[config.mk]
export PLATFORM = sky130hd
export DESIGN_NAME = fpu_mant_seq
export DESIGN_NICKNAME = d
export VERILOG_FILES = /design/src/rtl/fpu_seq_pkg.sv /design/src/rtl/fpu_ld_cnt.sv /design/src/rtl/fpu_mant_seq.sv
export SDC_FILE = /design/constraint.sdc
export NUM_CORES = 1
export LEC_CHECK = 0
export BUFFER_PORTS_ARGS = -buffer_cell sky130_fd_sc_hd__buf_4
export CELL_PAD_IN_SITES_DETAIL_PLACEMENT = 0
export CELL_PAD_IN_SITES_GLOBAL_PLACEMENT = 1
export CORE_ASPECT_RATIO = 1.25
export CORE_UTILIZATION = 30
export CTS_CLUSTER_SIZE = 8
export DETAILED_ROUTE_END_ITERATION = 6
export PLACE_DENSITY = 0.67
export SETUP_SLACK_MARGIN = 0.3
export SKIP_CTS_REPAIR_TIMING = 1
export SLEW_MARGIN = 20
export SYNTH_ARGS = -nofsm -noshare
export SYNTH_HDL_FRONTEND = slang
export SYNTH_SLANG_ARGS = --single-unit
[constraint.sdc]
create_clock -name clk -period 2.2 [get_ports clk]
set_input_delay 0.66 -clock clk [delete_from_list [all_inputs] [get_ports clk]]
set_output_delay 0.66 -clock clk [all_outputs]
set_load 0.005 [all_outputs]
[src/rtl/fpu_seq_pkg.sv]
// Shared definitions for the FPU mantissa sequencer: sizing, one-hot state
// bit positions, operand format codes and cyc0_type operand-class codes.
package fpu_seq_pkg;

  localparam int unsigned NOPS_MAX = 2;  // maximum operands per operation
  localparam int unsigned WCNT_W   = 2;  // operand-word counter width
  localparam int unsigned ST_W     = 8;  // one-hot state vector width

  // One-hot bit positions of the sequencer state.
  localparam int unsigned S0 = 0;  // IDLE
  localparam int unsigned S1 = 1;  // LOAD
  localparam int unsigned S2 = 2;  // EXEC
  localparam int unsigned S3 = 3;  // OUT_SGL
  localparam int unsigned S4 = 4;  // OUT_DLSW
  localparam int unsigned S5 = 5;  // OUT_DMSW
  localparam int unsigned S6 = 6;  // OUT_LLO
  localparam int unsigned S7 = 7;  // OUT_HI

  // Operand format codes.
  localparam logic [1:0] FMT_SGL = 2'd0;
  localparam logic [1:0] FMT_DBL = 2'd1;
  localparam logic [1:0] FMT_INT = 2'd2;
  localparam logic [1:0] FMT_LNG = 2'd3;

  // Operand class presented on cyc0_type.
  localparam logic [2:0] CT_DBL0 = 3'd0;
  localparam logic [2:0] CT_SGL  = 3'd1;
  localparam logic [2:0] CT_LNG  = 3'd2;
  localparam logic [2:0] CT_DBL  = 3'd3;
  localparam logic [2:0] CT_INT  = 3'd4;

  typedef enum logic [ST_W-1:0] {
    ST_IDLE     = ST_W'(1 << S0),
    ST_LOAD     = ST_W'(1 << S1),
    ST_EXEC     = ST_W'(1 << S2),
    ST_OUT_SGL  = ST_W'(1 << S3),
    ST_OUT_DLSW = ST_W'(1 << S4),
    ST_OUT_DMSW = ST_W'(1 << S5),
    ST_OUT_LLO  = ST_W'(1 << S6),
    ST_OUT_HI   = ST_W'(1 << S7)
  } state_t;

endpackage

[src/rtl/fpu_ld_cnt.sv]
// Operand-word counter for the LOAD phase. Counts accepted words, flags the
// last word of the operation and generates the per-word load strobes and the
// operand class for the A1/B1 pre-selects.
//   clk, reset_l  : clock, async active-low reset
//   clr           : clear the counter (new operation or abort)
//   load          : sequencer is in LOAD
//   ld_valid      : operand word on the load bus this cycle
//   fmt, two      : latched operand format / two-operand flag
//   cyc0_rdy      : first word of an operand accepted this cycle
//   cyc1_rdy      : second word of a double/long operand accepted this cycle
//   cyc0_type     : operand class while a strobe is high, else 0
//   last          : final word of the operation accepted this cycle
module fpu_ld_cnt
  import fpu_seq_pkg::*;
(
  input  logic       clk,
  input  logic       reset_l,
  input  logic       clr,
  input  logic       load,
  input  logic       ld_valid,
  input  logic [1:0] fmt,
  input  logic       two,
  output logic       cyc0_rdy,
  output logic       cyc1_rdy,
  output logic [2:0] cyc0_type,
  output logic       last
);

  // One extra bit so NOPS_MAX * 2 words is representable before the -1.
  localparam int unsigned TOT_W = WCNT_W + 1;

  logic [WCNT_W-1:0] cnt;
  logic [TOT_W-1:0]  wpo;
  logic [TOT_W-1:0]  ops;
  logic [TOT_W-1:0]  total;
  logic              wide;
  logic              word_idx;
  logic              opnd_idx;
  logic              take;

  // Word position decode and strobe generation.
  always_comb begin
    wide      = (fmt == FMT_DBL) || (fmt == FMT_LNG);
    wpo       = wide ? TOT_W'(2) : TOT_W'(1);
    ops       = two ? TOT_W'(NOPS_MAX) : TOT_W'(1);
    total     = wpo * ops;
    // Wide formats: bit 0 is the word within the operand, bit 1 the operand.
    word_idx  = wide & cnt[0];
    opnd_idx  = wide ? cnt[1] : cnt[0];
    take      = load & ld_valid;
    last      = take & (cnt == WCNT_W'(total - TOT_W'(1)));
    cyc0_rdy  = take & ~word_idx;
    cyc1_rdy  = take & wide & word_idx;
    cyc0_type = '0;
    if (cyc0_rdy || cyc1_rdy) begin
      unique case (fmt)
        FMT_SGL: cyc0_type = CT_SGL;
        FMT_INT: cyc0_type = CT_INT;
        FMT_LNG: cyc0_type = CT_LNG;
        default: cyc0_type = (two && !opnd_idx) ? CT_DBL0 : CT_DBL;
      endcase
    end
  end

  // Word counter; clr wins over an accepted word.
  always_ff @(posedge clk or negedge reset_l) begin
    if (!reset_l) begin
      cnt <= '0;
    end else if (clr || last) begin
      cnt <= '0;
    end else if (take) begin
      cnt <= cnt + WCNT_W'(1);
    end
  end

endmodule

[src/rtl/fpu_mant_seq.sv]
// FPU mantissa datapath sequencer. Accepts an operation, steps operand words
// into the A/B mantissa registers, waits for the arithmetic core and then
// walks the result-output states, exposing the one-hot state to the
// mantissa decode logic.
//   clk, reset_l         : clock, async active-low reset
//   op_start/op_fmt/op_two : operation request (sampled in IDLE only)
//   ld_valid             : operand word present on the load bus
//   compute_done         : arithmetic core finished
//   out_ack              : consumer accepts the current result word
//   kill                 : abort, highest priority
//   busy                 : not in IDLE
//   cyc0_rdy/cyc1_rdy    : operand word load strobes (same cycle as ld_valid)
//   cyc0_type            : operand class for the A1/B1 pre-selects
//   fpu_state            : one-hot state s0..s7
//   out_valid            : result word valid (s3..s7)
module fpu_mant_seq
  import fpu_seq_pkg::*;
(
  input  logic            clk,
  input  logic            reset_l,
  input  logic            op_start,
  input  logic [1:0]      op_fmt,
  input  logic            op_two,
  input  logic            ld_valid,
  input  logic            compute_done,
  input  logic            out_ack,
  input  logic            kill,
  output logic            busy,
  output logic            cyc0_rdy,
  output logic            cyc1_rdy,
  output logic [2:0]      cyc0_type,
  output logic [ST_W-1:0] fpu_state,
  output logic            out_valid
);

  state_t     state;
  state_t     state_nxt;
  logic [1:0] fmt_q;
  logic       two_q;
  logic       start;
  logic       last;

  // A start that coincides with kill is dropped.
  assign start     = (state == ST_IDLE) && op_start && !kill;
  assign fpu_state = state;

  fpu_ld_cnt u_ld_cnt (
    .clk       (clk),
    .reset_l   (reset_l),
    .clr       (kill | start),
    .load      (state == ST_LOAD),
    .ld_valid  (ld_valid),
    .fmt       (fmt_q),
    .two       (two_q),
    .cyc0_rdy  (cyc0_rdy),
    .cyc1_rdy  (cyc1_rdy),
    .cyc0_type (cyc0_type),
    .last      (last)
  );

  // State register, operation latch and registered status outputs.
  always_ff @(posedge clk or negedge reset_l) begin
    if (!reset_l) begin
      state     <= ST_IDLE;
      busy      <= 1'b0;
      out_valid <= 1'b0;
      fmt_q     <= '0;
      two_q     <= 1'b0;
    end else begin
      state     <= state_nxt;
      busy      <= ~state_nxt[S0];
      out_valid <= |state_nxt[S7:S3];
      if (start) begin
        fmt_q <= op_fmt;
        two_q <= op_two;
      end
    end
  end

  // Next-state logic.
  always_comb begin
    state_nxt = state;
    if (kill) begin
      state_nxt = ST_IDLE;
    end else begin
      unique case (state)
        ST_IDLE:     if (op_start) state_nxt = ST_LOAD;
        ST_LOAD:     if (last) state_nxt = ST_EXEC;
        ST_EXEC: begin
          if (compute_done) begin
            unique case (fmt_q)
              FMT_SGL: state_nxt = ST_OUT_SGL;
              FMT_DBL: state_nxt = ST_OUT_DLSW;
              FMT_LNG: state_nxt = ST_OUT_LLO;
              default: state_nxt = ST_OUT_HI;
            endcase
          end
        end
        ST_OUT_SGL:  if (out_ack) state_nxt = ST_IDLE;
        ST_OUT_DLSW: if (out_ack) state_nxt = ST_OUT_DMSW;
        ST_OUT_DMSW: if (out_ack) state_nxt = ST_IDLE;
        ST_OUT_LLO:  if (out_ack) state_nxt = ST_OUT_HI;
        ST_OUT_HI:   if (out_ack) state_nxt = ST_IDLE;
        default:     state_nxt = ST_IDLE;
      endcase
    end
  end

endmodule

### After elaboration in Yosys (flattened, before gate mapping)

Index checks and enable logic that the tools add are counted.

* add/subtract/negate cells: 2
* multipliers: 1
* equality and inequality tests: 18
* multiplexer cells: 17
* bitwise operators: 9
* reduce and logical (&&, ||, !) cells: 13

Operators by type and width (number)
* 8-bit 2-to-1 mux: 7
* 8-bit case mux with 6 select lines: 1
* 8-bit case mux with 3 select lines: 1
* 3-bit inequality test, second input constant: 5
* 2-bit 2-to-1 mux: 5
* 3-bit case mux with 3 select lines: 1
* 8-bit by 1-bit equality test with 1-bit output, second input constant: 1
* 8-bit by 2-bit equality test with 1-bit output, second input constant: 1
* 8-bit by 3-bit equality test with 1-bit output, second input constant: 1
* 8-bit by 4-bit equality test with 1-bit output, second input constant: 1
* 8-bit by 5-bit equality test with 1-bit output, second input constant: 1
* 8-bit by 6-bit equality test with 1-bit output, second input constant: 1
* 8-bit by 7-bit equality test with 1-bit output, second input constant: 1
* 8-bit equality test, second input constant: 1
* 1-bit AND: 6
* 6-bit AND reduction: 1
* 5-bit OR reduction: 1
* 2-bit equality test, second input constant: 2
* 1-bit logical AND: 3
* 1-bit logical OR: 3
* 3-bit by 3-bit multiplier with 2-bit output: 1
* 3-bit 2-to-1 mux: 1
* 3-bit by 1-bit inequality test with 1-bit output, second input constant: 1
* 3-bit OR reduction: 1
* other kinds (10): 12

* flip-flop bits (word level): 15
* input bits: 10
* output and inout bits: 15
* word-level logic and storage cells: 67

### Longest topological paths before layout

Gate-level depths: netlist (run 1).

* depth after elaboration: 11
* mapped depth: 6
* mapped depth without buffers: 5

### Cells and area by module

Synthesis (run 1) repeated with hierarchy kept, for this count alone.

* cells, all modules: 111
* area total of the unflattened synthesis: 1018.5 um2

Modules (own cells, without submodules)
* fpu_mant_seq: instances 1, cells each 84, area an instance 815.8 um2, sequential area each 326.6 um2
* fpu_ld_cnt: instances 1, cells each 27, area an instance 202.7 um2, sequential area each 50.0 um2

### Worst setup path before layout (run 1)

Ideal clock, no wire load.

* path type: register to output
* from: register state[2], in the netlist fpu_state[2]
* to: output port cyc0_type[0]
* data arrival time: 1.510 ns
* path slack: 0.030 ns
* stages on the path, launching flop included: 4
* path buffers: 0
* cell sequence: dfrtp_1 > nor3_2 > nand4_1 > a311oi_1

* cells in the longest elaborated chain, start to end: 6

Ends and longest elaborated chain
* from (decl): RTL line fpu_mant_seq.sv:36 `state_t state;`
* from (signal assigned): RTL line fpu_mant_seq.sv:70 `state <= state_nxt;`
* 8-bit by 2-bit equality test with 1-bit output (*): RTL line fpu_mant_seq.sv:51 `.load (state == ST_LOAD),`
* 1-bit AND (*): RTL line fpu_ld_cnt.sv:50 `take = load & ld_valid;`
* 1-bit AND (2 in a row): RTL line fpu_ld_cnt.sv:53 `cyc1_rdy = take & wide & word_idx;`
* 1-bit logical OR (*): RTL line fpu_ld_cnt.sv:55 `if (cyc0_rdy || cyc1_rdy) begin`
* 3-bit 2-to-1 mux (*): RTL line fpu_ld_cnt.sv:55
* to (decl): RTL line fpu_mant_seq.sv:31 `output logic [2:0] cyc0_type,`

Every way passes the cells marked *; elsewhere a longest branch is shown, timed or not.

### Worst setup path after layout (run 1)

* from: register state[5], in the netlist fpu_state[5]
* to: output port cyc0_type[0]

The elaborated chain is that of the path after synthesis.

==> metrics.cfg, run 1 <==
[setup_path]
cp-end-kind=output port
worst_ep_required_time_ns=1.54
path_class=flip-flop to output port
cpMaxStageDelayCell=dfrtp_2
critPathMaxFanout=7
crit_chain=nor3_4, nand4_1, buf_6, a311oi_2, buf_4
start_kind=flip-flop
arrival_ns=1.52
slowest_delay_ns=0.46

[global_route]
grt_overflow=0
grt_max_degree=16
grtUsageTotal=0.157
antenna_found_initial=0
grtUsageMet1=0.180
grt_pass1_wl_um=4860
met3_usage=0.0259
grt_pass1_vias=1058
use_met2=0.286
grt.busiest_layer=met2

[die]
core.rowCount=24
core_area_sq_um=3510
die_w_um=56.6
start_util=0.318
io_pins=25
die-area_sq_um=3980
die_h_um=70.3

[sta]
drv_slew=0
finalHoldViolCount=0
max_freq_ghz=0.458
tns_ns=0
worst_pin_slew_ns=0.490
rsz0062_at_grt=true
finalSetupViolations=0
min_period_over_period=0.992
fin_skew_ns=0.00182
slew_headroom=0.669
period_needed_ns=2.18

[worst_hold_path]
hold_class=primary input to async pin

[clock_network]
clock-sinks=15
clockRootBuffer=clkbuf_8
numCtsBuffers=3
clk_latency_ns=0.24
cts_max_path_buffers=2
htree_levels=1
clkTransAtPathRegs_ns=0.06
cts_tree=yes

[status]
status=finished clean

[routing]
wl_per_cell_um=15.4
firstDrtPassIters=4
vias_per_cell=5.40
route.detailed.drc=0
drt_iter0_markers=38
num_vias=1101
ant_nets=0
postRouteWirelength_um=3130

[synth]
syn-num-nets=127
synthTopCellsByArea=dfrtp_1 (31%), nor3b_1 (4.7%), nor2_1 (4.4%)
synth_cells=117
yosys.area.top_type=dfrtp_1
syn_avg_cell_area_sq_um=9.56
synthArstFlopShare=1.00
yosysMostFrequentCell=dfrtp_1
yosysSeqAreaShare=0.337
ys_seq_elements=15
yosysUniqueCellTypes=49
ys_top_cells_by_count=dfrtp_1 (14), nor2_1 (13), inv_1 (8)
synth_edf_count=0
syn_area_sq_um=1120
synth_ff_type=dfrtp_1
synth_top_cell_area_share=0.313
yosysWarnings=0

[cells_and_area]
n_fill_cell=341
n_antenna_cell=0
final_nets=176
drive_gt1_frac=0.467
area_delta_synth_final_pct=41.7

[placed_design]
port_buffers=24
hpwl_um=2410
place.gp.congestion=0.847

[job]
cap_violations=0

[power_and_ir_drop]
p_per_area_nw_per_um2=566
irDropWorstVdd_mv=0.320
p_leak_nw=0.691
total_power_mw=0.898

## through the flow
stage / std cells / instance area [sq um] / setup slack [ns] / utilization / hold slack, ns
after floorplan: 117 / 1140 / 0.0845 / - / 0.364
after global placement: 188 / 1420 / 0.133 / 0.405 / 0.528
after detailed placement: 188 / 1420 / 0.0950 / 0.405 / 0.529
after CTS: 192 / 1470 / -0.0873 / 0.417 / 0.268
after global routing: 204 / 1590 / -0.0279 / 0.451 / 0.272
final: 204 / 1590 / 0.0179 / 0.451 / 0.263
## routing by layer
layer  part of all wire  up-vias
li1                   -      539
met1               0.42      533
met2               0.53       27
met3              0.042        2
met4             0.0051        0
met5                  0        -
## where the power goes
part	internal (mW)	leakage [nW]	switching, mW	total, mW
combinational	0.161	0.477	0.144	0.306
sequential	0.310	0.192	0.0650	0.375
clock	0.128	0.0228	0.0891	0.217
## sequential cells by signal, summed over array words and instances, names as in the netlist
name and cells:
busy 1, fpu_state 8, u_ld_cnt.cnt 2, fmt_q 2, two_q 1, out_valid 1
## kinds of logic after synthesis
kind of cell | after synthesis | share of synthesized area
simple gates | 53 | 0.300
buf+inv | 11 | 0.0514
mux | 4 | 0.0380
xor+xnor | 4 | 0.0313
compound gates | 30 | 0.243
flops | 15 | 0.337
## worst paths after layout
| check | from | endpoint | slack [ns] | cells after the start |
|---|---|---|---|---|
| setup / recovery | fpu_state[5] | cyc0_type[0] | 0.02 | 5 |
| hold / removal | reset_l | fpu_state[5] | 0.26 | 1 |
| setup reg to reg | fpu_state[5] | out_valid | 0.08 | 6 |
| hold reg to reg | fpu_state[1] | fpu_state[1] | 0.58 | 1 |
| max in group asynchronous | reset_l | fpu_state[0] | 1.69 | 1 |
| min in group clk | fpu_state[1] | fpu_state[1] | 0.58 | 1 |
## area by class of cell
cell class | instances | area [sq um] | area share
clock buffer | 4 | 45.0 | 0.0284
inverter | 8 | 30.0 | 0.0189
multi-input combinational | 91 | 723 | 0.456
sequential | 15 | 382 | 0.241
tap | 39 | 48.8 | 0.0308
timing repair buffer | 47 | 357 | 0.225
## worst max-delay path: cells and delay by family, from the launching register on
kind                   cells  cell delay, ns
AO/OA/AOI/OAI              1            0.18
flip-flops                 1            0.46
buffers and inverters      2            0.31
AND/OR/NAND/NOR            2            0.33
## layout by cell type, fill, tap and decap left out, types with 4 or more instances in the layout
cell	Yosys	routed
nor3b_1	7	7
buf_4	0	46
nand4_1	4	4
dfrtp_2	0	4
nor2b_1	4	4
dfrtp_1	14	10
nor3_1	6	4
nor2_1	13	12
inv_1	8	8
No activity file was read; power rests on OpenSTA's default activity.
==> run 2: changes to the inputs <==
--- a/config.mk
+++ b/config.mk
@@ -9,10 +9,10 @@
 export CELL_PAD_IN_SITES_DETAIL_PLACEMENT = 0
 export CELL_PAD_IN_SITES_GLOBAL_PLACEMENT = 1
 export CORE_ASPECT_RATIO = 1.25
-export CORE_UTILIZATION = 30
+export CORE_UTILIZATION = 40
 export CTS_CLUSTER_SIZE = 8
 export DETAILED_ROUTE_END_ITERATION = 6
-export PLACE_DENSITY = 0.67
+export PLACE_DENSITY = 0.84
 export SETUP_SLACK_MARGIN = 0.3
 export SKIP_CTS_REPAIR_TIMING = 1
 export SLEW_MARGIN = 20
==> metrics.cfg, run 2 (synthesized netlist as in run 1, its figures left out) <==
[global_route]
grt_max_degree=16
grt_overflow=0
grtUsageMet1=0.242
grt_pass1_vias=1022
antenna_found_initial=0
grtUsageTotal=0.216
grt_pass1_wl_um=4820
use_met2=0.409
met3_usage=0.0272
grt.busiest_layer=met2

[die]
die-area_sq_um=3010
die_w_um=49.3
io_pins=25
die_h_um=61.1
core.rowCount=21
start_util=0.417
core_area_sq_um=2680

[status]
violations=setup timing
status=finished with violations

[clock_network]
clkTransAtPathRegs_ns=0.10
clockRootBuffer=clkbuf_4
clk_latency_ns=0.31
numCtsBuffers=3
clock-sinks=15
cts_max_path_buffers=2
htree_levels=1
cts_tree=yes

[setup_path]
r2r_start=fpu_state[1]
worst_ep_required_time_ns=1.54
r2r_slack_ns=-0.01
cp-end-kind=output port
path_class=flip-flop to output port
r2r-end=out_valid
arrival_ns=1.59
rr_worst_depth=6
start_kind=flip-flop
critPathMaxFanout=7

[sta]
drv_slew=0
rsz0062_at_grt=true
fin_skew_ns=0.00892
worst_pin_slew_ns=0.494
slew_headroom=0.668
finalHoldViolCount=0
max_freq_ghz=0.444
finalSetupViolations=3
setup_slack_ns=-0.0544
period_needed_ns=2.25
min_period_over_period=1.02
worst_hold_slack_ns=0.194

[routing]
drt_iter0_markers=38
ant_nets=0
wl_per_cell_um=16.1
num_vias=1130
vias_per_cell=5.79
firstDrtPassIters=4
route.detailed.drc=0
postRouteWirelength_um=3130

[cells_and_area]
final_nets=172
fin_util=0.568
largest_reg_flops=8
n_antenna_cell=0
area_delta_synth_final_pct=36.1
drive_gt1_frac=0.472
layout_common_cells=buf_4 (42), nor2_1 (11), dfrtp_1 (9), inv_1 (8), nor3b_1 (7)
stdcell_area_sq_um=1520
final_common_cell=buf_4
n_fill_cell=263

[power_and_ir_drop]
p_per_area_nw_per_um2=552
irDropWorstVdd_mv=0.330
total_power_mw=0.840
p_leak_nw=0.665

[placed_design]
port_buffers=24
place_area_sq_um=1390
place.gp.congestion=0.910
hpwl_um=2310

[job]
cap_violations=0

[worst_hold_path]
hold_class=primary input to async pin

run 2: changes by cell type in the layout (fill, tap and decap cells not counted):
cell      delta
nand4_2      +1
nor2_2       +2
buf_4        -4
dfrtp_1      -1
nand4_4      -1
nor2_4       -1
nor2b_1      -1
nor2_1       -1
clkbuf_4     +3
dfrtp_2      +1
nor2b_2      +1
clkbuf_8     -3
run 2: layer usage:
metal,wire length [um],up-vias
met2,1610,42
met1,1310,541
met5,0,-
met3,141,10
li1,-,537
met4,69,0
run 2: worst max path at each step:
stage	startpoint	end	slack, ns	cells past startpoint
floorplan	fpu_state[7]	cyc0_type[0]	0.08	3
global placement	ld_valid	cyc0_type[0]	0.09	4
detailed placement	ld_valid	cyc0_type[0]	0.06	4
CTS	fpu_state[2]	cyc0_type[0]	-0.23	4
global route	fpu_state[2]	cyc0_type[0]	-0.11	5
finish	fpu_state[2]	cyc0_type[0]	-0.05	5
run 2: worst max-delay path, stage by stage, from the launching register on:
cell,delay (ns)
dfrtp_2,0.47
nor3_4,0.20
nand4_1,0.12
buf_6,0.15
a311oi_2,0.19
buf_4,0.15
run 2: stage by stage:
step / cells / worst slack, ns / TNS [ns]
2_1_floorplan: 117 / 0.0845 / 0
3_3_place_gp: 179 / 0.0913 / 0
3_5_place_dp: 179 / 0.0594 / 0
4_1_cts: 183 / -0.226 / -0.686
5_1_grt: 195 / -0.111 / -0.228
6_report: 195 / -0.0544 / -0.0651
run 2: power breakdown:
group          total [mW]  internal (mW)  switching (mW)
Combinational       0.294          0.152           0.142
Clock               0.169         0.0709          0.0984
Sequential          0.376          0.309          0.0671
Total               0.840          0.533           0.307
run 2: layout make-up:
| cell class | count | area, sq um | area share |
|---|---|---|---|
| multi-input cells | 91 | 714 | 0.469 |
| flip-flops and latches | 15 | 383 | 0.251 |
| repair buffers | 43 | 327 | 0.214 |
| well taps | 34 | 42.5 | 0.0279 |
| inverters | 8 | 30.0 | 0.0197 |
| clock buffers | 4 | 26.3 | 0.0173 |
